File: config.mk
export PLATFORM = sky130hd
export DESIGN_NAME = mem_wb_pipe_flat
export DESIGN_NICKNAME = d
export VERILOG_FILES = /design/src/rtl/mem_wb_if.sv /design/src/rtl/mem_wb_pipe.sv /design/src/flat_wrapper.sv
export SDC_FILE = /design/constraint.sdc
export NUM_CORES = 1
export LEC_CHECK = 0
export CAP_MARGIN = 10
export CORE_MARGIN = 10
export CORE_UTILIZATION = 47
export DETAILED_ROUTE_END_ITERATION = 7
export PLACE_DENSITY_LB_ADDON = 0.2
export SLEW_MARGIN = 20
export SYNTH_ARGS = -nofsm -noshare
export SYNTH_HDL_FRONTEND = slang
export SYNTH_SLANG_ARGS = --single-unit
File: constraint.sdc
create_clock -name clk -period 1.7 [get_ports clk]
set_input_delay 0.34 -clock clk [delete_from_list [all_inputs] [get_ports clk]]
set_output_delay 0.34 -clock clk [all_outputs]
set_load 0.02 [all_outputs]
File: src/rtl/mem_wb_if.sv
// mem_wb_if: bundles the MEM-side entry bus and the write-back-side head bus
// of the mem_wb_pipe stage. The slave modport is the pipeline register
// itself; the master modport is its surroundings (MEM stage driving entries,
// write-back stage driving out_ready).
interface mem_wb_if #(
    parameter int DW = 32,
    parameter int AW = 5
);
    // Entry presented by the MEM stage
    logic          in_valid;
    logic          in_ready;
    logic [DW-1:0] in_alu_result;
    logic [DW-1:0] in_mem_rdata;
    logic [AW-1:0] in_rd;
    logic          in_reg_write;
    logic          in_mem_to_reg;

    // Head entry offered to the register-file write port
    logic          out_valid;
    logic          out_ready;
    logic [DW-1:0] out_alu_result;
    logic [DW-1:0] out_mem_rdata;
    logic [AW-1:0] out_rd;
    logic          out_reg_write;
    logic          out_mem_to_reg;
    logic [DW-1:0] out_wb_data;

    modport master (
        output in_valid,
        input  in_ready,
        output in_alu_result,
        output in_mem_rdata,
        output in_rd,
        output in_reg_write,
        output in_mem_to_reg,
        input  out_valid,
        output out_ready,
        input  out_alu_result,
        input  out_mem_rdata,
        input  out_rd,
        input  out_reg_write,
        input  out_mem_to_reg,
        input  out_wb_data
    );

    modport slave (
        input  in_valid,
        output in_ready,
        input  in_alu_result,
        input  in_mem_rdata,
        input  in_rd,
        input  in_reg_write,
        input  in_mem_to_reg,
        output out_valid,
        input  out_ready,
        output out_alu_result,
        output out_mem_rdata,
        output out_rd,
        output out_reg_write,
        output out_mem_to_reg,
        output out_wb_data
    );
endinterface

File: src/rtl/mem_wb_pipe.sv
// mem_wb_pipe: MEM -> write-back pipeline register with a 2-entry skid
// buffer. in_ready is registered so a write-back stall never forms a
// combinational path back into MEM. The write-back data mux is evaluated at
// capture time and stored per entry.
// Optional performance counters (stall_cnt, drop_cnt) are built only when the
// macro MEM_WB_PERF_EN is defined.
module mem_wb_pipe #(
    parameter int DW             = 32,
    parameter int AW             = 5,
    parameter int ZERO_REG_GUARD = 1
) (
    input  logic        clk,
    input  logic        reset,      // asynchronous, active-low
    input  logic        flush,      // synchronous kill of all entries
    mem_wb_if.slave     bus
`ifdef MEM_WB_PERF_EN
    ,
    output logic [15:0] stall_cnt,
    output logic [7:0]  drop_cnt
`endif
);

    // Occupancy and registered ready
    logic [1:0]    count_reg;
    logic [1:0]    count_next;
    logic          in_ready_reg;

    // Head entry: drives the outputs
    logic [DW-1:0] head_alu_reg;
    logic [DW-1:0] head_rdata_reg;
    logic [AW-1:0] head_rd_reg;
    logic          head_rw_reg;
    logic          head_m2r_reg;
    logic [DW-1:0] head_wb_reg;

    // Skid entry: holds the second entry while the head is stalled
    logic [DW-1:0] skid_alu_reg;
    logic [DW-1:0] skid_rdata_reg;
    logic [AW-1:0] skid_rd_reg;
    logic          skid_rw_reg;
    logic          skid_m2r_reg;
    logic [DW-1:0] skid_wb_reg;

    // Handshake and steering
    logic          out_valid_int;
    logic          accept;
    logic          pop;
    logic          load_head_from_in;
    logic          load_head_from_skid;
    logic          load_skid;

    // Fields of the incoming entry as they will be stored
    logic          guard_hit;
    logic          cap_rw;
    logic [DW-1:0] cap_wb;

    // x0 write suppression: an entry targeting register 0 never writes
    generate
        if (ZERO_REG_GUARD != 0) begin : g_zero_guard
            assign guard_hit = (bus.in_rd == '0);
        end else begin : g_no_zero_guard
            assign guard_hit = 1'b0;
        end
    endgenerate

    // Capture-time field preparation: write enable and write-back data mux
    always_comb begin
        cap_rw = bus.in_reg_write && !guard_hit;
        cap_wb = bus.in_mem_to_reg ? bus.in_mem_rdata : bus.in_alu_result;
    end

    assign out_valid_int = (count_reg != 2'd0);

    // Handshake decode, occupancy update and entry steering
    always_comb begin
        accept              = bus.in_valid && in_ready_reg && !flush;
        pop                 = out_valid_int && bus.out_ready;
        count_next          = count_reg;
        load_head_from_in   = 1'b0;
        load_head_from_skid = 1'b0;
        load_skid           = 1'b0;

        if (flush) begin
            // Flush wins over everything; data registers simply hold
            count_next = 2'd0;
        end else begin
            case ({accept, pop})
                2'b10:   count_next = count_reg + 2'd1;
                2'b01:   count_next = count_reg - 2'd1;
                default: count_next = count_reg;
            endcase
            // Empty stage, or a single head leaving as a new entry arrives:
            // the new entry goes straight into the head.
            load_head_from_in   = accept && ((count_reg == 2'd0) ||
                                             ((count_reg == 2'd1) && pop));
            // Full stage popping: the skid entry advances to the head
            load_head_from_skid = pop && (count_reg == 2'd2);
            // Head held with one entry: the arrival parks in the skid slot
            load_skid           = accept && (count_reg == 2'd1) && !pop;
        end
    end

    // Occupancy and ready registers
    always_ff @(posedge clk or negedge reset) begin
        if (!reset) begin
            count_reg    <= 2'd0;
            in_ready_reg <= 1'b1;
        end else begin
            count_reg    <= count_next;
            in_ready_reg <= (count_next < 2'd2);
        end
    end

    // Head entry register: loaded from the input or from the skid slot
    always_ff @(posedge clk or negedge reset) begin
        if (!reset) begin
            head_alu_reg   <= '0;
            head_rdata_reg <= '0;
            head_rd_reg    <= '0;
            head_rw_reg    <= 1'b0;
            head_m2r_reg   <= 1'b0;
            head_wb_reg    <= '0;
        end else if (load_head_from_in) begin
            head_alu_reg   <= bus.in_alu_result;
            head_rdata_reg <= bus.in_mem_rdata;
            head_rd_reg    <= bus.in_rd;
            head_rw_reg    <= cap_rw;
            head_m2r_reg   <= bus.in_mem_to_reg;
            head_wb_reg    <= cap_wb;
        end else if (load_head_from_skid) begin
            head_alu_reg   <= skid_alu_reg;
            head_rdata_reg <= skid_rdata_reg;
            head_rd_reg    <= skid_rd_reg;
            head_rw_reg    <= skid_rw_reg;
            head_m2r_reg   <= skid_m2r_reg;
            head_wb_reg    <= skid_wb_reg;
        end
    end

    // Skid entry register: only ever loaded from the input
    always_ff @(posedge clk or negedge reset) begin
        if (!reset) begin
            skid_alu_reg   <= '0;
            skid_rdata_reg <= '0;
            skid_rd_reg    <= '0;
            skid_rw_reg    <= 1'b0;
            skid_m2r_reg   <= 1'b0;
            skid_wb_reg    <= '0;
        end else if (load_skid) begin
            skid_alu_reg   <= bus.in_alu_result;
            skid_rdata_reg <= bus.in_mem_rdata;
            skid_rd_reg    <= bus.in_rd;
            skid_rw_reg    <= cap_rw;
            skid_m2r_reg   <= bus.in_mem_to_reg;
            skid_wb_reg    <= cap_wb;
        end
    end

    // Outputs come straight from registers; only reg_write is gated so a
    // stale head can never write the register file.
    assign bus.in_ready       = in_ready_reg;
    assign bus.out_valid      = out_valid_int;
    assign bus.out_alu_result = head_alu_reg;
    assign bus.out_mem_rdata  = head_rdata_reg;
    assign bus.out_rd         = head_rd_reg;
    assign bus.out_reg_write  = head_rw_reg && out_valid_int;
    assign bus.out_mem_to_reg = head_m2r_reg;
    assign bus.out_wb_data    = head_wb_reg;

`ifdef MEM_WB_PERF_EN
    logic [15:0] stall_cnt_reg;
    logic [7:0]  drop_cnt_reg;

    // Saturating counters of write-back stalls and entry-dropping flushes;
    // flush itself does not clear them.
    always_ff @(posedge clk or negedge reset) begin
        if (!reset) begin
            stall_cnt_reg <= 16'd0;
            drop_cnt_reg  <= 8'd0;
        end else begin
            if (out_valid_int && !bus.out_ready && (stall_cnt_reg != 16'hFFFF)) begin
                stall_cnt_reg <= stall_cnt_reg + 16'd1;
            end
            if (flush && (count_reg != 2'd0) && (drop_cnt_reg != 8'hFF)) begin
                drop_cnt_reg <= drop_cnt_reg + 8'd1;
            end
        end
    end

    assign stall_cnt = stall_cnt_reg;
    assign drop_cnt  = drop_cnt_reg;
`endif

endmodule

File: src/flat_wrapper.sv
// flat-port wrapper written by rule: the top's interface ports become plain ports
module mem_wb_pipe_flat 
#(
    parameter int DW             = 32,
    parameter int AW             = 5,
    parameter int ZERO_REG_GUARD = 1
)
  (clk, reset, flush, bus_in_valid, bus_in_ready, bus_in_alu_result, bus_in_mem_rdata, bus_in_rd, bus_in_reg_write, bus_in_mem_to_reg, bus_out_valid, bus_out_ready, bus_out_alu_result, bus_out_mem_rdata, bus_out_rd, bus_out_reg_write, bus_out_mem_to_reg, bus_out_wb_data);
  mem_wb_if #(.DW(DW), .AW(AW)) bus_i ();
  input  logic clk;
  input  logic reset;
  input  logic flush;
  input wire logic [$bits(bus_i.in_valid)-1:0] bus_in_valid;
  output wire logic [$bits(bus_i.in_ready)-1:0] bus_in_ready;
  input wire logic [$bits(bus_i.in_alu_result)-1:0] bus_in_alu_result;
  input wire logic [$bits(bus_i.in_mem_rdata)-1:0] bus_in_mem_rdata;
  input wire logic [$bits(bus_i.in_rd)-1:0] bus_in_rd;
  input wire logic [$bits(bus_i.in_reg_write)-1:0] bus_in_reg_write;
  input wire logic [$bits(bus_i.in_mem_to_reg)-1:0] bus_in_mem_to_reg;
  output wire logic [$bits(bus_i.out_valid)-1:0] bus_out_valid;
  input wire logic [$bits(bus_i.out_ready)-1:0] bus_out_ready;
  output wire logic [$bits(bus_i.out_alu_result)-1:0] bus_out_alu_result;
  output wire logic [$bits(bus_i.out_mem_rdata)-1:0] bus_out_mem_rdata;
  output wire logic [$bits(bus_i.out_rd)-1:0] bus_out_rd;
  output wire logic [$bits(bus_i.out_reg_write)-1:0] bus_out_reg_write;
  output wire logic [$bits(bus_i.out_mem_to_reg)-1:0] bus_out_mem_to_reg;
  output wire logic [$bits(bus_i.out_wb_data)-1:0] bus_out_wb_data;
  assign bus_i.in_valid = bus_in_valid;
  assign bus_in_ready = bus_i.in_ready;
  assign bus_i.in_alu_result = bus_in_alu_result;
  assign bus_i.in_mem_rdata = bus_in_mem_rdata;
  assign bus_i.in_rd = bus_in_rd;
  assign bus_i.in_reg_write = bus_in_reg_write;
  assign bus_i.in_mem_to_reg = bus_in_mem_to_reg;
  assign bus_out_valid = bus_i.out_valid;
  assign bus_i.out_ready = bus_out_ready;
  assign bus_out_alu_result = bus_i.out_alu_result;
  assign bus_out_mem_rdata = bus_i.out_mem_rdata;
  assign bus_out_rd = bus_i.out_rd;
  assign bus_out_reg_write = bus_i.out_reg_write;
  assign bus_out_mem_to_reg = bus_i.out_mem_to_reg;
  assign bus_out_wb_data = bus_i.out_wb_data;
  mem_wb_pipe #(.DW(DW), .AW(AW), .ZERO_REG_GUARD(ZERO_REG_GUARD)) u_core (.clk(clk), .reset(reset), .flush(flush), .bus(bus_i));
endmodule
# Word level (Yosys, flattened, before mapping)
# Index checks and enable logic that the tools add are counted.
# Widths: inputs -> output; s select.
word_totals:
  register_bits: 209
  out_inout_bits: 105
  input_bits: 76
  elab_cells: 57
classes:
  n_eq_ne: 4
  add_sub_neg: 2
  n_lt_le_gt_ge: 1
  reduce_logical: 18
  muxes: 18
op_table:
  columns: ["op", "count"]
  rows:
  - ["$mux 32", 7]
  - ["$logic_and 1x1->1", 10]
  - ["$mux 5", 2]
  - ["$mux 1", 7]
  - ["$logic_not 5->1", 1]
  - ["$eq 2x1->1 const B", 2]
  - ["$eq 2x2->1 const B", 2]
  - ["$pmux 2 s2", 1]
  - ["$reduce_bool 2->1", 2]
  - ["$logic_not 1->1", 3]
  - ["$add 2x1->2 const B", 1]
  - ["$logic_not 2->1", 1]
  - ["$lt 2x2->1 const B", 1]
  - ["$mux 2", 1]
  - ["$sub 2x1->2 const B", 1]
  - ["$logic_or 1x1->1", 1]

# Depth between registers and ports, before layout
# Gate-level depths: netlist (run 1).
depth:
  ltp_word: 7
  ltp_mapped: 8
  depth_no_buf: 6

# Worst setup path after synthesis (run 1)
# Ideal clock, no wire load.
synth_path:
  kind: "register to register"
  start: "register u_core.count_reg[0]"
  end: "register u_core.head_rw_reg"
  path_buffers: 2
  arrival_time_ns: 1.704
  slack_ns: -0.133
  stages_incl_launch_ff: 9
  setup_ns: 0.129
  required_ns: 1.571
  synth_period_minus_slack_ns: 1.833
  path_cell_list: "dfrtp_1 > inv_1 > ha_1 > nand2b_1 > nor3b_2 > buf_4 > buf_6 > mux2i_1 > mux2i_1"
synth_between:
  elab_chain_len: 7
  elab_cells_between_ends: 13
  classes_between: "eq/ne: 2; mux: 3; reduce/logical: 8"
synth_rtl:
  columns: ["item", "line_no", "rtl"]
  rows:
  - ["start: declaration", "mem_wb_pipe.sv:24", "logic [1:0] count_reg;"]
  - ["start signal: assignment", "mem_wb_pipe.sv:109", "count_reg <= count_next;"]
  - ["$reduce_bool 2->1", "mem_wb_pipe.sv:72", "assign out_valid_int = (count_reg != 2'd0);"]
  - ["$logic_and 1x1->1", "mem_wb_pipe.sv:77", "pop = out_valid_int && bus.out_ready;"]
  - ["$logic_and 1x1->1", "mem_wb_pipe.sv:95", "((count_reg == 2'd1) && pop));"]
  - ["$logic_or 1x1->1", "mem_wb_pipe.sv:94", "load_head_from_in = accept && ((count_reg == 2'd0) ||"]
  - ["$logic_and 1x1->1", "mem_wb_pipe.sv:94", null]
  - ["$mux 1", "mem_wb_pipe.sv:83", "if (flush) begin"]
  - ["$mux 1 / $reduce_bool 2->1 (equally long branches)", null, null]
  - ["end signal: assignment", "mem_wb_pipe.sv:127", "head_rw_reg <= cap_rw;"]
  - ["end signal: assignment", "mem_wb_pipe.sv:134", "head_rw_reg <= skid_rw_reg;"]
  - ["end: declaration", "mem_wb_pipe.sv:32", "logic head_rw_reg;"]
# Several ways; a longest one is shown, not always the timed one.
# A chain may end at the register's enable or synchronous reset.

# Worst setup path in the final report (run 1)
layout_path:
  start: "register u_core.count_reg[0]"
  end: "register u_core.head_rdata_reg[6] (netlist: u_core.bus.out_mem_rdata[6])"
layout_between:
  elab_chain_len: 7
  elab_cells_between_ends: 13
  classes_between: "eq/ne: 2; mux: 3; reduce/logical: 8"
layout_rtl:
  columns: ["item", "line_no", "rtl"]
  rows:
  - ["$reduce_bool 2->1", "mem_wb_pipe.sv:72", null]
  - ["$logic_and 1x1->1", "mem_wb_pipe.sv:77", null]
  - ["$logic_and 1x1->1", "mem_wb_pipe.sv:95", null]
  - ["$logic_or 1x1->1", "mem_wb_pipe.sv:94", null]
  - ["$logic_and 1x1->1", "mem_wb_pipe.sv:94", null]
  - ["$mux 1", "mem_wb_pipe.sv:83", null]
  - ["$mux 32 / $reduce_bool 2->1 (equally long branches)", null, null]
  - ["end signal: assignment", "mem_wb_pipe.sv:125", "head_rdata_reg <= bus.in_mem_rdata;"]
  - ["end signal: assignment", "mem_wb_pipe.sv:132", "head_rdata_reg <= skid_rdata_reg;"]
  - ["end: declaration", "mem_wb_pipe.sv:30", "logic [DW-1:0] head_rdata_reg;"]
# Several ways; a longest one is shown, not always the timed one.

==> impl_metrics.json, run 1 <==
{
  "cts_tree": "built",
  "rr_startpoint": "u_core.count_reg[0]",
  "clk_pin_slew_ps": 60,
  "antenna_found_initial": 0,
  "finalWorstSetupSlack_ps": -183,
  "drive_above_1_share_pct": 13.3,
  "clockBufferDepth": 3,
  "die_area_mm2": 0.0253,
  "clock_latency_ps": 500,
  "slew_violations": 0,
  "layout_min_cycle_time_ps": 1880,
  "fillCellCount": 1424,
  "end_kind": "register",
  "ys_ff_latch": 209,
  "ys_seq_area_share_pct": 57.5,
  "r2r_cells": 8,
  "syn_to_final_growth_pct": 39.5,
  "post-route-util_pct": 67.2,
  "pin_count": 181,
  "vias": 6406,
  "violations": "setup timing",
  "syn_area_mm2": 0.00910,
  "tightest_slew_ps": 505,
  "drcViolationCount": 0,
  "min_from": "bus_in_mem_to_reg",
  "rows": 50,
  "hold_violations": 0,
  "fmax_ghz": 0.531,
  "post_drt_via_cell_ratio": 5.20,
  "holdPathStages": 3,
  "grt_max_degree": 54,
  "dp_slack_ps": -390,
  "synth_enable_flop_cells": 0,
  "drt-total-wl_um": 24400,
  "cts_root_buf": "clkbuf_16",
  "initial_core_util_pct": 48.2,
  "rsz0062_at_grt": "true",
  "core_area_mm2": 0.0189,
  "slew_headroom_pct": 66.3,
  "ant_nets": 0,
  "synth_cells": 728,
  "arrival_ps": 2260,
  "ys.flop_type": "dfrtp_1",
  "fin_crit_sh_pct": 111,
  "min_path_type": "input pin to register",
  "nets": 1037,
  "cts_sinks": 209,
  "p_per_area_mw_per_mm2": 1780,
  "syn_avg_cell_area_um2": 12.5,
  "setup_viol": 189,
  "layout_common_cells": "dfrtp_1 (208), mux2i_1 (166), dlygate4sd2_1 (102)",
  "wl_per_cell_um": 19.8,
  "switchingPower_w": 0.00791,
  "die_h_um": 159,
  "final_design_area_no_fill_mm2": 0.0127,
  "internal-power_w": 0.0147,
  "p_comb_share_pct": 37.0,
  "gp_congestion": 0.835,
  "finalClockSkew_ps": 5.85,
  "pwr-share-seq_pct": 39.3,
  "overflow": 0,
  "track_usage_pct": 17.7,
  "netSwitchingFraction_pct": 34.9,
  "synthArstFlopShare_pct": 100,
  "ir_worst_vdd_mv": 0.954,
  "place_area_mm2": 0.0116,
  "h-tree-depth": 1,
  "leakage_nw": 5.70,
  "port_buffers": 180,
  "n_antenna_cell": 0,
  "cts_made_buffers": 23,
  "synthesis.nets": 808,
  "drt_iter0_drc": 281,
  "yosysWarnings": 0,
  "startpoint": "u_core.count_reg[0]",
  "start_kind": "register",
  "die_w_um": 159,
  "grt_first_pass_wirelength_um": 37700,
  "hpwlAfterDp_um": 16500,
  "crit_type": "register to register",
  "power_frac_clock_pct": 23.8,
  "cap_violations": 0,
  "p_total_w": 0.0226,
  "first_global_vias": 7137,
  "crit_path_max_fanout": 16,
  "hold-worst-slack_ps": 357,
  "layout_commonest_cell": "dfrtp_1",
  "dr.pass1.iters": 5,
  "cp.required_ps": 2080,
  "synth_cell_types": 27,
  "status": "complete, but fails checks"
}
## layout make-up
type	instances	area, µm²	share of cell area, %
flip-flops and latches	209	5230	41.2
multi-input cells	467	3620	28.6
repair buffers	253	2670	21.0
clock buffers	31	656	5.17
well taps	260	325	2.56
clock inverters	9	174	1.37
inverters	3	11.3	0.0887
## metal layers
metal  up-vias  part of all wire [%]  GRT usage [%]
li1       3015                     -              -
met1      3195                    44           22.1
met2       168                    49           30.4
met3        28                   5.3           4.36
met4         0                   1.3           3.75
met5         -                     0              0
## kinds of logic (layout without fill, tap and decap cells)
logic type,after synthesis,count (layout),synth area share (%)
fa+ha+maj,4,4,0.550
compound gates,107,107,5.94
buf+inv,52,296,3.37
simple gates,116,116,5.28
mux,239,239,27.3
xor+xnor,1,1,0.0963
flops,209,209,57.5
## power groups by stage
stage / Combinational, W / Sequential [W] / Clock [W]
5_1_grt: 0.00910 / 0.00913 / 0.00570
3_3_place_gp: 0.00850 / 0.00882 / 0
3_5_place_dp: 0.00883 / 0.00895 / 0
6_report: 0.00836 / 0.00888 / 0.00538
2_1_floorplan: 0.00326 / 0.0100 / 0
4_1_cts: 0.00810 / 0.00886 / 0.00550
## Yosys cell counts (2+ instances only)
cell | number | area (µm²)
nor2b_1 | 2 | 12.5
nand2b_1 | 3 | 18.8
dfrtp_1 | 208 | 5200
mux2i_1 | 169 | 1690
mux2_1 | 70 | 788
and3b_1 | 2 | 17.5
buf_4 | 5 | 37.5
buf_6 | 7 | 78.8
nand2_1 | 33 | 124
ha_1 | 4 | 50.1
o21ai_0 | 27 | 135
inv_1 | 3 | 11.3
o21ai_1 | 8 | 40.0
buf_1 | 2 | 7.51
nor2_1 | 71 | 267
a21oi_1 | 70 | 350
clkbuf_1 | 3 | 11.3
buf_2 | 32 | 160
## metrics by stage
step           setup TNS (ps)  instances
3_5_place_dp           -56070       1176
2_1_floorplan               0        728
4_1_cts                -16880       1219
5_1_grt                -32760       1232
3_3_place_gp           -47310       1176
6_report               -20460       1232
## worst paths after layout
check                                               to  slack [ps]
min reg2reg                      u_core.skid_wb_reg[2]         480
max in group asynchronous   u_core.bus.out_wb_data[17]         650
min in group asynchronous       u_core.skid_wb_reg[13]         380
max reg2reg                u_core.bus.out_mem_rdata[6]        -180
max                        u_core.bus.out_mem_rdata[6]        -180
min                         u_core.bus.out_wb_data[12]         360
## worst max-delay path: stages, from the launching register on
cell	delay, ps
dfrtp_1	380
inv_2	80
ha_4	160
nand2b_4	140
nor3b_4	210
buf_12	210
buf_4	220
mux2i_2	250
a21oi_1	100
## repair_timing
item,in CTS,in global routing
pin swaps,1,1
hold endpoints to repair,44,0
cloned,0,10
resized for setup,126,13
setup buffers,2,3
setup endpoints to repair,291,197
hold buffers,1,0
No activity file was read; power rests on OpenSTA's default activity.
==> inputs of run 2 (changes only) <==
- CTS_CLUSTER_SIZE: default -> 28
==> results of run 2 <==
Same layout as run 1: the final DEF is identical, and so are final timing and power.
